$ cat src/rtl/dmem_arb_pkg.sv
// -----------------------------------------------------------------------------
// dmem_arb_pkg
// Shared definitions for the data-memory arbiter:
//   - arb_state_e          : arbiter FSM states
//   - DEFAULT_BASE_ADDR    : byte address that maps to memory word 0
//   - starve_cnt_width()   : width of the EXT starvation counter
// -----------------------------------------------------------------------------
package dmem_arb_pkg;

    typedef enum logic [2:0] {
        IDLE       = 3'd0,
        CPU_ACCESS = 3'd1,
        CPU_RESP   = 3'd2,
        EXT_ACCESS = 3'd3,
        EXT_RESP   = 3'd4
    } arb_state_e;

    localparam logic [31:0] DEFAULT_BASE_ADDR = 32'h1001_0000;

    // Enough bits to hold the value STARVE_LIMIT itself (the saturation point).
    function automatic int starve_cnt_width(input int limit);
        return (limit < 1) ? 1 : $clog2(limit + 1);
    endfunction

endpackage

$ cat src/rtl/dmem_addr_xlate.sv
// -----------------------------------------------------------------------------
// dmem_addr_xlate
// Combinational byte-address to word-index translation.
//   offset     = i_addr - BASE_ADDR (mod 2^NBits)
//   o_word_idx = offset >> 2 (byte lane bits ignored)
//   o_err      = offset out of range or misaligned, only when
//                DMEM_ARB_ADDR_CHECK_EN is defined; constant 0 otherwise.
// Ports:
//   i_addr      in  NBits  byte address
//   o_word_idx  out NBits  word index into the data memory
//   o_err       out 1      address error flag
// -----------------------------------------------------------------------------
module dmem_addr_xlate
    import dmem_arb_pkg::*;
#(
    parameter int                NBits        = 32,
    parameter int                MEMORY_DEPTH = 64,
    parameter logic [NBits-1:0]  BASE_ADDR    = NBits'(DEFAULT_BASE_ADDR)
) (
    input  logic [NBits-1:0] i_addr,
    output logic [NBits-1:0] o_word_idx,
    output logic             o_err
);

    localparam logic [NBits-1:0] BYTE_SPAN = NBits'(MEMORY_DEPTH * 4);

    logic [NBits-1:0] w_offset;
    logic             w_flag;
    logic             w_unused;

    // Wrap-around subtraction: an address below BASE_ADDR becomes a huge
    // offset, so a single upper-bound compare covers both ends of the window.
    assign w_offset   = i_addr - BASE_ADDR;
    assign o_word_idx = {2'b00, w_offset[NBits-1:2]};
    assign w_flag     = (w_offset >= BYTE_SPAN) || (i_addr[1:0] != 2'b00);

`ifdef DMEM_ARB_ADDR_CHECK_EN
    assign o_err    = w_flag;
    assign w_unused = ^w_offset[1:0];
`else
    assign o_err    = 1'b0;
    assign w_unused = ^{w_offset[1:0], w_flag};
`endif

endmodule

$ cat src/rtl/dmem_arbiter.sv
// -----------------------------------------------------------------------------
// dmem_arbiter
// Shares one single-port data memory between the pipeline MEM stage (CPU)
// and an external loader/debug port (EXT). Every access takes three cycles:
// arbitrate (IDLE) -> ACCESS (memory strobes high) -> RESP (result visible).
// CPU wins ties unless EXT has lost STARVE_LIMIT consecutive arbitrations.
//
// Optional feature: define DMEM_ARB_ADDR_CHECK_EN to flag out-of-range or
// misaligned accesses (strobes suppressed, read data forced to 0, addr_err
// pulses in RESP). Without it addresses wrap and addr_err is constant 0.
//
// Ports:
//   clk, reset                     clock (rising edge), async active-low reset
//   cpu_req/we/addr/wdata    in    MEM-stage request
//   cpu_rdata                out   CPU load data, held until next CPU read
//   cpu_stall                out   cpu_req && state != CPU_RESP
//   ext_req/we/addr/wdata    in    EXT request (held until ext_ack)
//   ext_rdata                out   EXT load data
//   ext_ack                  out   one-cycle completion pulse
//   mem_addr/wdata/we/re     out   registered memory interface (word index)
//   mem_rdata                in    combinational memory read data
//   addr_err                 out   one-cycle address error pulse
// -----------------------------------------------------------------------------
module dmem_arbiter
    import dmem_arb_pkg::*;
#(
    parameter int                NBits        = 32,
    parameter int                MEMORY_DEPTH = 64,
    parameter logic [NBits-1:0]  BASE_ADDR    = NBits'(DEFAULT_BASE_ADDR),
    parameter int                STARVE_LIMIT = 4
) (
    input  logic             clk,
    input  logic             reset,
    input  logic             cpu_req,
    input  logic             cpu_we,
    input  logic [NBits-1:0] cpu_addr,
    input  logic [NBits-1:0] cpu_wdata,
    output logic [NBits-1:0] cpu_rdata,
    output logic             cpu_stall,
    input  logic             ext_req,
    input  logic             ext_we,
    input  logic [NBits-1:0] ext_addr,
    input  logic [NBits-1:0] ext_wdata,
    output logic [NBits-1:0] ext_rdata,
    output logic             ext_ack,
    output logic [NBits-1:0] mem_addr,
    output logic [NBits-1:0] mem_wdata,
    output logic             mem_we,
    output logic             mem_re,
    input  logic [NBits-1:0] mem_rdata,
    output logic             addr_err
);

    localparam int             SCW        = starve_cnt_width(STARVE_LIMIT);
    localparam logic [SCW-1:0] STARVE_MAX = SCW'(STARVE_LIMIT);

    arb_state_e       r_state;
    arb_state_e       w_next_state;
    logic [SCW-1:0]   r_starve_cnt;

    logic [NBits-1:0] r_mem_addr;
    logic [NBits-1:0] r_mem_wdata;
    logic             r_mem_we;
    logic             r_mem_re;
    logic             r_we;
    logic             r_err;
    logic [NBits-1:0] r_cpu_rdata;
    logic [NBits-1:0] r_ext_rdata;

    logic             w_ext_wins;
    logic             w_any_req;
    logic             w_sel_we;
    logic [NBits-1:0] w_sel_addr;
    logic [NBits-1:0] w_sel_wdata;
    logic [NBits-1:0] w_word_idx;
    logic             w_err;

    // EXT takes the grant when CPU is idle or when EXT has been starved.
    assign w_ext_wins  = ext_req && (!cpu_req || (r_starve_cnt == STARVE_MAX));
    assign w_any_req   = cpu_req || ext_req;
    assign w_sel_we    = w_ext_wins ? ext_we    : cpu_we;
    assign w_sel_addr  = w_ext_wins ? ext_addr  : cpu_addr;
    assign w_sel_wdata = w_ext_wins ? ext_wdata : cpu_wdata;

    // Only the winner's address is ever used, so one translator suffices.
    dmem_addr_xlate #(
        .NBits        (NBits),
        .MEMORY_DEPTH (MEMORY_DEPTH),
        .BASE_ADDR    (BASE_ADDR)
    ) u_xlate (
        .i_addr     (w_sel_addr),
        .o_word_idx (w_word_idx),
        .o_err      (w_err)
    );

    // NOTE: sequential state uses non-blocking assignments so every register
    // samples pre-edge values regardless of block ordering.
    always_ff @(posedge clk or negedge reset) begin
        if (!reset) r_state <= IDLE;
        else        r_state <= w_next_state;
    end

    // NOTE: the default assignment first guarantees no latch is inferred for
    // paths that do not change state.
    always_comb begin
        w_next_state = r_state;
        unique case (r_state)
            IDLE: begin
                if (w_ext_wins)   w_next_state = EXT_ACCESS;
                else if (cpu_req) w_next_state = CPU_ACCESS;
            end
            CPU_ACCESS: w_next_state = CPU_RESP;
            CPU_RESP:   w_next_state = IDLE;
            EXT_ACCESS: w_next_state = EXT_RESP;
            EXT_RESP:   w_next_state = IDLE;
            default:    w_next_state = IDLE;
        endcase
    end

    // Datapath: the access registers double as the registered mem_* outputs,
    // loaded at the arbitration edge so strobes are high during ACCESS only.
    // An asynchronous reset clears mem_we at once, so no write can land after
    // reset asserts.
    always_ff @(posedge clk or negedge reset) begin
        if (!reset) begin
            r_starve_cnt <= '0;
            r_mem_addr   <= '0;
            r_mem_wdata  <= '0;
            r_mem_we     <= 1'b0;
            r_mem_re     <= 1'b0;
            r_we         <= 1'b0;
            r_err        <= 1'b0;
            r_cpu_rdata  <= '0;
            r_ext_rdata  <= '0;
        end else begin
            r_mem_we <= 1'b0;
            r_mem_re <= 1'b0;
            unique case (r_state)
                IDLE: begin
                    if (w_any_req) begin
                        r_mem_addr  <= w_word_idx;
                        r_mem_wdata <= w_sel_wdata;
                        r_mem_we    <= w_sel_we && !w_err;
                        r_mem_re    <= !w_sel_we && !w_err;
                        r_we        <= w_sel_we;
                        r_err       <= w_err;
                    end
                    if (w_ext_wins || !ext_req)
                        r_starve_cnt <= '0;
                    else if (r_starve_cnt != STARVE_MAX)
                        r_starve_cnt <= r_starve_cnt + SCW'(1);
                end
                CPU_ACCESS: begin
                    if (!r_we) r_cpu_rdata <= r_err ? '0 : mem_rdata;
                end
                EXT_ACCESS: begin
                    if (!r_we) r_ext_rdata <= r_err ? '0 : mem_rdata;
                end
                default: ;
            endcase
        end
    end

    assign cpu_rdata = r_cpu_rdata;
    assign ext_rdata = r_ext_rdata;
    assign mem_addr  = r_mem_addr;
    assign mem_wdata = r_mem_wdata;
    assign mem_we    = r_mem_we;
    assign mem_re    = r_mem_re;
    assign cpu_stall = cpu_req && (r_state != CPU_RESP);
    assign ext_ack   = (r_state == EXT_RESP);

`ifdef DMEM_ARB_ADDR_CHECK_EN
    assign addr_err  = r_err && ((r_state == CPU_RESP) || (r_state == EXT_RESP));
`else
    assign addr_err  = 1'b0;
`endif

endmodule

$ cat config.mk
export PLATFORM = sky130hd
export DESIGN_NAME = dmem_arbiter
export DESIGN_NICKNAME = d
export VERILOG_FILES = /design/src/rtl/dmem_arb_pkg.sv /design/src/rtl/dmem_addr_xlate.sv /design/src/rtl/dmem_arbiter.sv
export SDC_FILE = /design/constraint.sdc
export NUM_CORES = 1
export LEC_CHECK = 0
export ABC_AREA = 1
export CORE_ASPECT_RATIO = 1.75
export CORE_MARGIN = 3
export CORE_UTILIZATION = 30
export CTS_CLUSTER_DIAMETER = 200
export DETAILED_ROUTE_END_ITERATION = 8
export DONT_BUFFER_PORTS = 1
export GPL_ROUTABILITY_DRIVEN = 1
export PLACE_DENSITY_LB_ADDON = 0.2
export SYNTH_ARGS = -nofsm -noshare
export SYNTH_HDL_FRONTEND = slang
export SYNTH_SLANG_ARGS = --single-unit
export TNS_END_PERCENT = 50
$ cat constraint.sdc
create_clock -name clk -period 2.2 [get_ports clk]
set_clock_uncertainty 0.05 [all_clocks]
set_input_delay 0.33 -clock clk [delete_from_list [all_inputs] [get_ports clk]]
set_output_delay 0.33 -clock clk [all_outputs]
set_load 0.01 [all_outputs]
==> results by group <==
Run status
  • Status: finished, violations left
  • Failing checks: negative hold slack

Finish
  • NumNets Final: 941
  • Layout Cells excl Fill: 1034
  • Multi-input logic area: 2660 um2
  • Final instance area: 7500 um2
  • Layout cells sized above 1: 0.162
  • Number of fill cells: 2146
  • Layout area overhead: 18.3%
  • Register area: 3380 um2

Clock tree
  • Total clock sinks: 135
  • TritonCTS Buffers: 17
  • Htree depth: 4
  • Clock tree buffer depth: 2
  • Clk slew on worst S/H paths: 60 ps
  • Root Driver: clkbuf_16
  • Post-CTS Hold Buffers: 1
  • Clk_lat worst skew: 410 ps
  • CTS tree: done

Route
  • Drt wl/cell: 18.0 um
  • Vias post-DR: 5010
  • Vias per inst: 4.85
  • DR DRC count: 0
  • Routed WL: 18700 um
  • First-iteration detailed-routing DRC count: 294
  • DR pass1 iterations: 5
  • Post-DRT Antenna Nets: 0

Synthesis
  • Yosys warns: 0
  • Mean post-synth cell area: 8.30 um2
  • Mapped Area: 6340 um2
  • Sequential fraction of the synthesis area: 0.533
  • Cells after Synth: 764
  • Netlist cell types: 35
  • #FFs+latches synth: 135

Placement
  • IO buf count: 0
  • Post-Place Cell Area: 6600 um2
  • Setup slack at placement: 18.7 ps
  • Gpl congestion: 0.834
  • Cells after DPL: 988
  • DP HPWL: 13200 um

Power and ir drop
  • Int Power: 0.00659 W
  • Pwr per Cell Area: 1430 nW/um2
  • Switching Power: 0.00417 W
  • Peak supply drop: 0.000525 V
  • LEAKAGE: 3.61 nW
  • Power share of the combinational group: 0.232
  • Switch share: 0.388
  • Part of the power in registers: 0.492
  • Clock power frac: 0.276

Setup path
  • Critical path required time: 2460 ps
  • Slowest stage cell on the critical path: dfrtp_1
  • Arr. time, crit path: 2360 ps
  • Worst setup SP type: register
  • Critical-path cell list: inv_2 -> ha_4 -> nand2_4 -> nand2_8 -> buf_12 -> buf_4 -> buf_4 -> nand3_2 -> nand2_2 -> nor2_2 -> o21ai_0 -> a21oi_2 -> nand3_1 -> nand3_2 -> nand2_1
  • Worst setup EP type: register
  • Buf/Inv on CP: 4
  • Max incr delay on CP: 380 ps
  • Max Fanout on Critical Path: 6
  • Crit Path Class: reg2reg
  • Delay-heaviest family, CP: simple AND/OR/NAND/NOR gates

STA
  • Worst-Margin Slew: 548 ps
  • Final Hold Vio Count: 135
  • Slew Viols, Final: 0
  • Period minus WS final: 2110 ps
  • Final setup fails: 0
  • Hold WS: -441 ps
  • Period utilization: 0.958
  • Highest Clock Rate: 0.474 GHz
  • Worst slew margin: 0.635
  • Final setup margin: 92.3 ps
  • Total Neg Setup Slack: 0 ps

Floorplan
  • Initial Utilization: 0.309
  • Die Wd: 116 um
  • I/O pin count: 299
  • Die Ht: 198 um
  • Cell Rows: 69
  • Core area: 20500 um2
  • Die area: 23000 um2

Global route
  • Tot GR Track Use: 0.154
  • First-pass GRT wire length: 27300 um
  • Total grt overflow: 0
  • Initial antenna violation count: 3
  • Number of global-route vias before repair: 4949
  • Largest net degree at the start of global routing: 136

Run
  • Max Cap Viol: 0

Worst hold path
  • Min-Delay Path Class: in2async
layout by cell type (no fill, tap or decap), types with 17 or more instances in the layout:
cell         n
clkbuf_16   17
inv_1       62
nand2_1    183
o21ai_0    151
nand3_1     19
nand2_2     23
o21ai_1     19
dfrtp_1    135
buf_4       24
nor2_1      59
worst reg2reg max path, delay by kind of cell, from the launching register on:
kind	cells	cell delay (ps)
simple gates	8	660
buf+inv	4	510
flops	1	380
compound gates	2	260
fa+ha+maj	1	160
synthesized netlist by cell type, drive strengths merged:
cell type	number	area, um2
o21a	2	15.0
nand4	1	6.26
clkbuf	22	82.6
a21oi	5	28.8
dfrtp	135	3380
nand2	213	862
ha	3	37.5
nand3b	6	45.0
xor2	5	43.8
o31ai	1	7.51
o21ai	174	901
nor3	1	5.00
or2	2	12.5
a2bb2oi	1	8.76
nor2	71	314
conb	1	3.75
o22ai	1	6.26
nand3	29	173
buf	23	156
inv	68	255
worst paths after layout:
| kind | from | endpoint | slack (ps) | cells after the start |
|---|---|---|---|---|
| setup / recovery | r_starve_cnt[0] | mem_addr[29] | 90 | 15 |
| hold / removal | reset | mem_addr[26] | -440 | 0 |
| setup reg to reg | r_starve_cnt[0] | mem_addr[29] | 90 | 15 |
| hold reg to reg | r_starve_cnt[0] | r_starve_cnt[0] | 490 | 2 |
| max in group asynchronous | reset | mem_addr[17] | 2320 | 0 |
| min in group clk | ext_wdata[18] | mem_wdata[18] | 30 | 2 |
per-layer routing:
metal,up-vias,wire length [um],global-route usage
li1,2455,-,-
met1,2316,6640,0.160
met3,32,1710,0.0636
met5,-,24,0
met2,203,9930,0.278
met4,4,345,0.0508
cells by family after synthesis:
| kind of cell | share of synthesized area |
|---|---|
| xor gates and xnor gates | 0.00690 |
| AOI/OAI and AO/OA | 0.152 |
| buffers and inverters | 0.0779 |
| and+or+nand+nor | 0.224 |
| adders and majority gates | 0.00592 |
| DFF | 0.533 |
| other | 0.000591 |
stage by stage:
stage                     hold WS [ps]  total power [W]   util
after global routing              -477           0.0116  0.365
after global placement           -12.8          0.00774  0.321
after CTS                         -475           0.0108  0.352
after detailed placement         -12.6          0.00780  0.321
after floorplan                  -15.6          0.00683      -
final                             -441           0.0108  0.365
timing repair:
action / in CTS / in global routing
setup endpoints to repair: 0 / 25
buffers inserted: 0 / 11
endpoints found under the hold margin: 136 / 135
gates resized for setup: 0 / 45
layout make-up:
type,instances,share of cell area
Inverter,68,0.0340
Timing Repair Buffer,31,0.0379
Clock inverter,10,0.0188
Antenna cell,1,0.000333
Tap cell,248,0.0414
Multi-Input combinational cell,519,0.354
Sequential cell,135,0.450
Clock buffer,22,0.0632
sequential cells by signal, indices dropped and copies added, names as in the netlist:
name	count
mem_re	1
cpu_rdata	32
mem_wdata	32
mem_addr	30
ext_rdata	32
r_starve_cnt	3
r_state	3
mem_we	1
r_we	1
power groups by stage:
stage / sequential, W / combinational, W / clock [W]
after detailed placement: 0.00536 / 0.00244 / 0
after CTS: 0.00535 / 0.00243 / 0.00307
after global routing: 0.00548 / 0.00298 / 0.00318
final: 0.00530 / 0.00250 / 0.00297
after global placement: 0.00537 / 0.00237 / 0
after floorplan: 0.00493 / 0.00190 / 0
(Power assumes the default switching activity.)
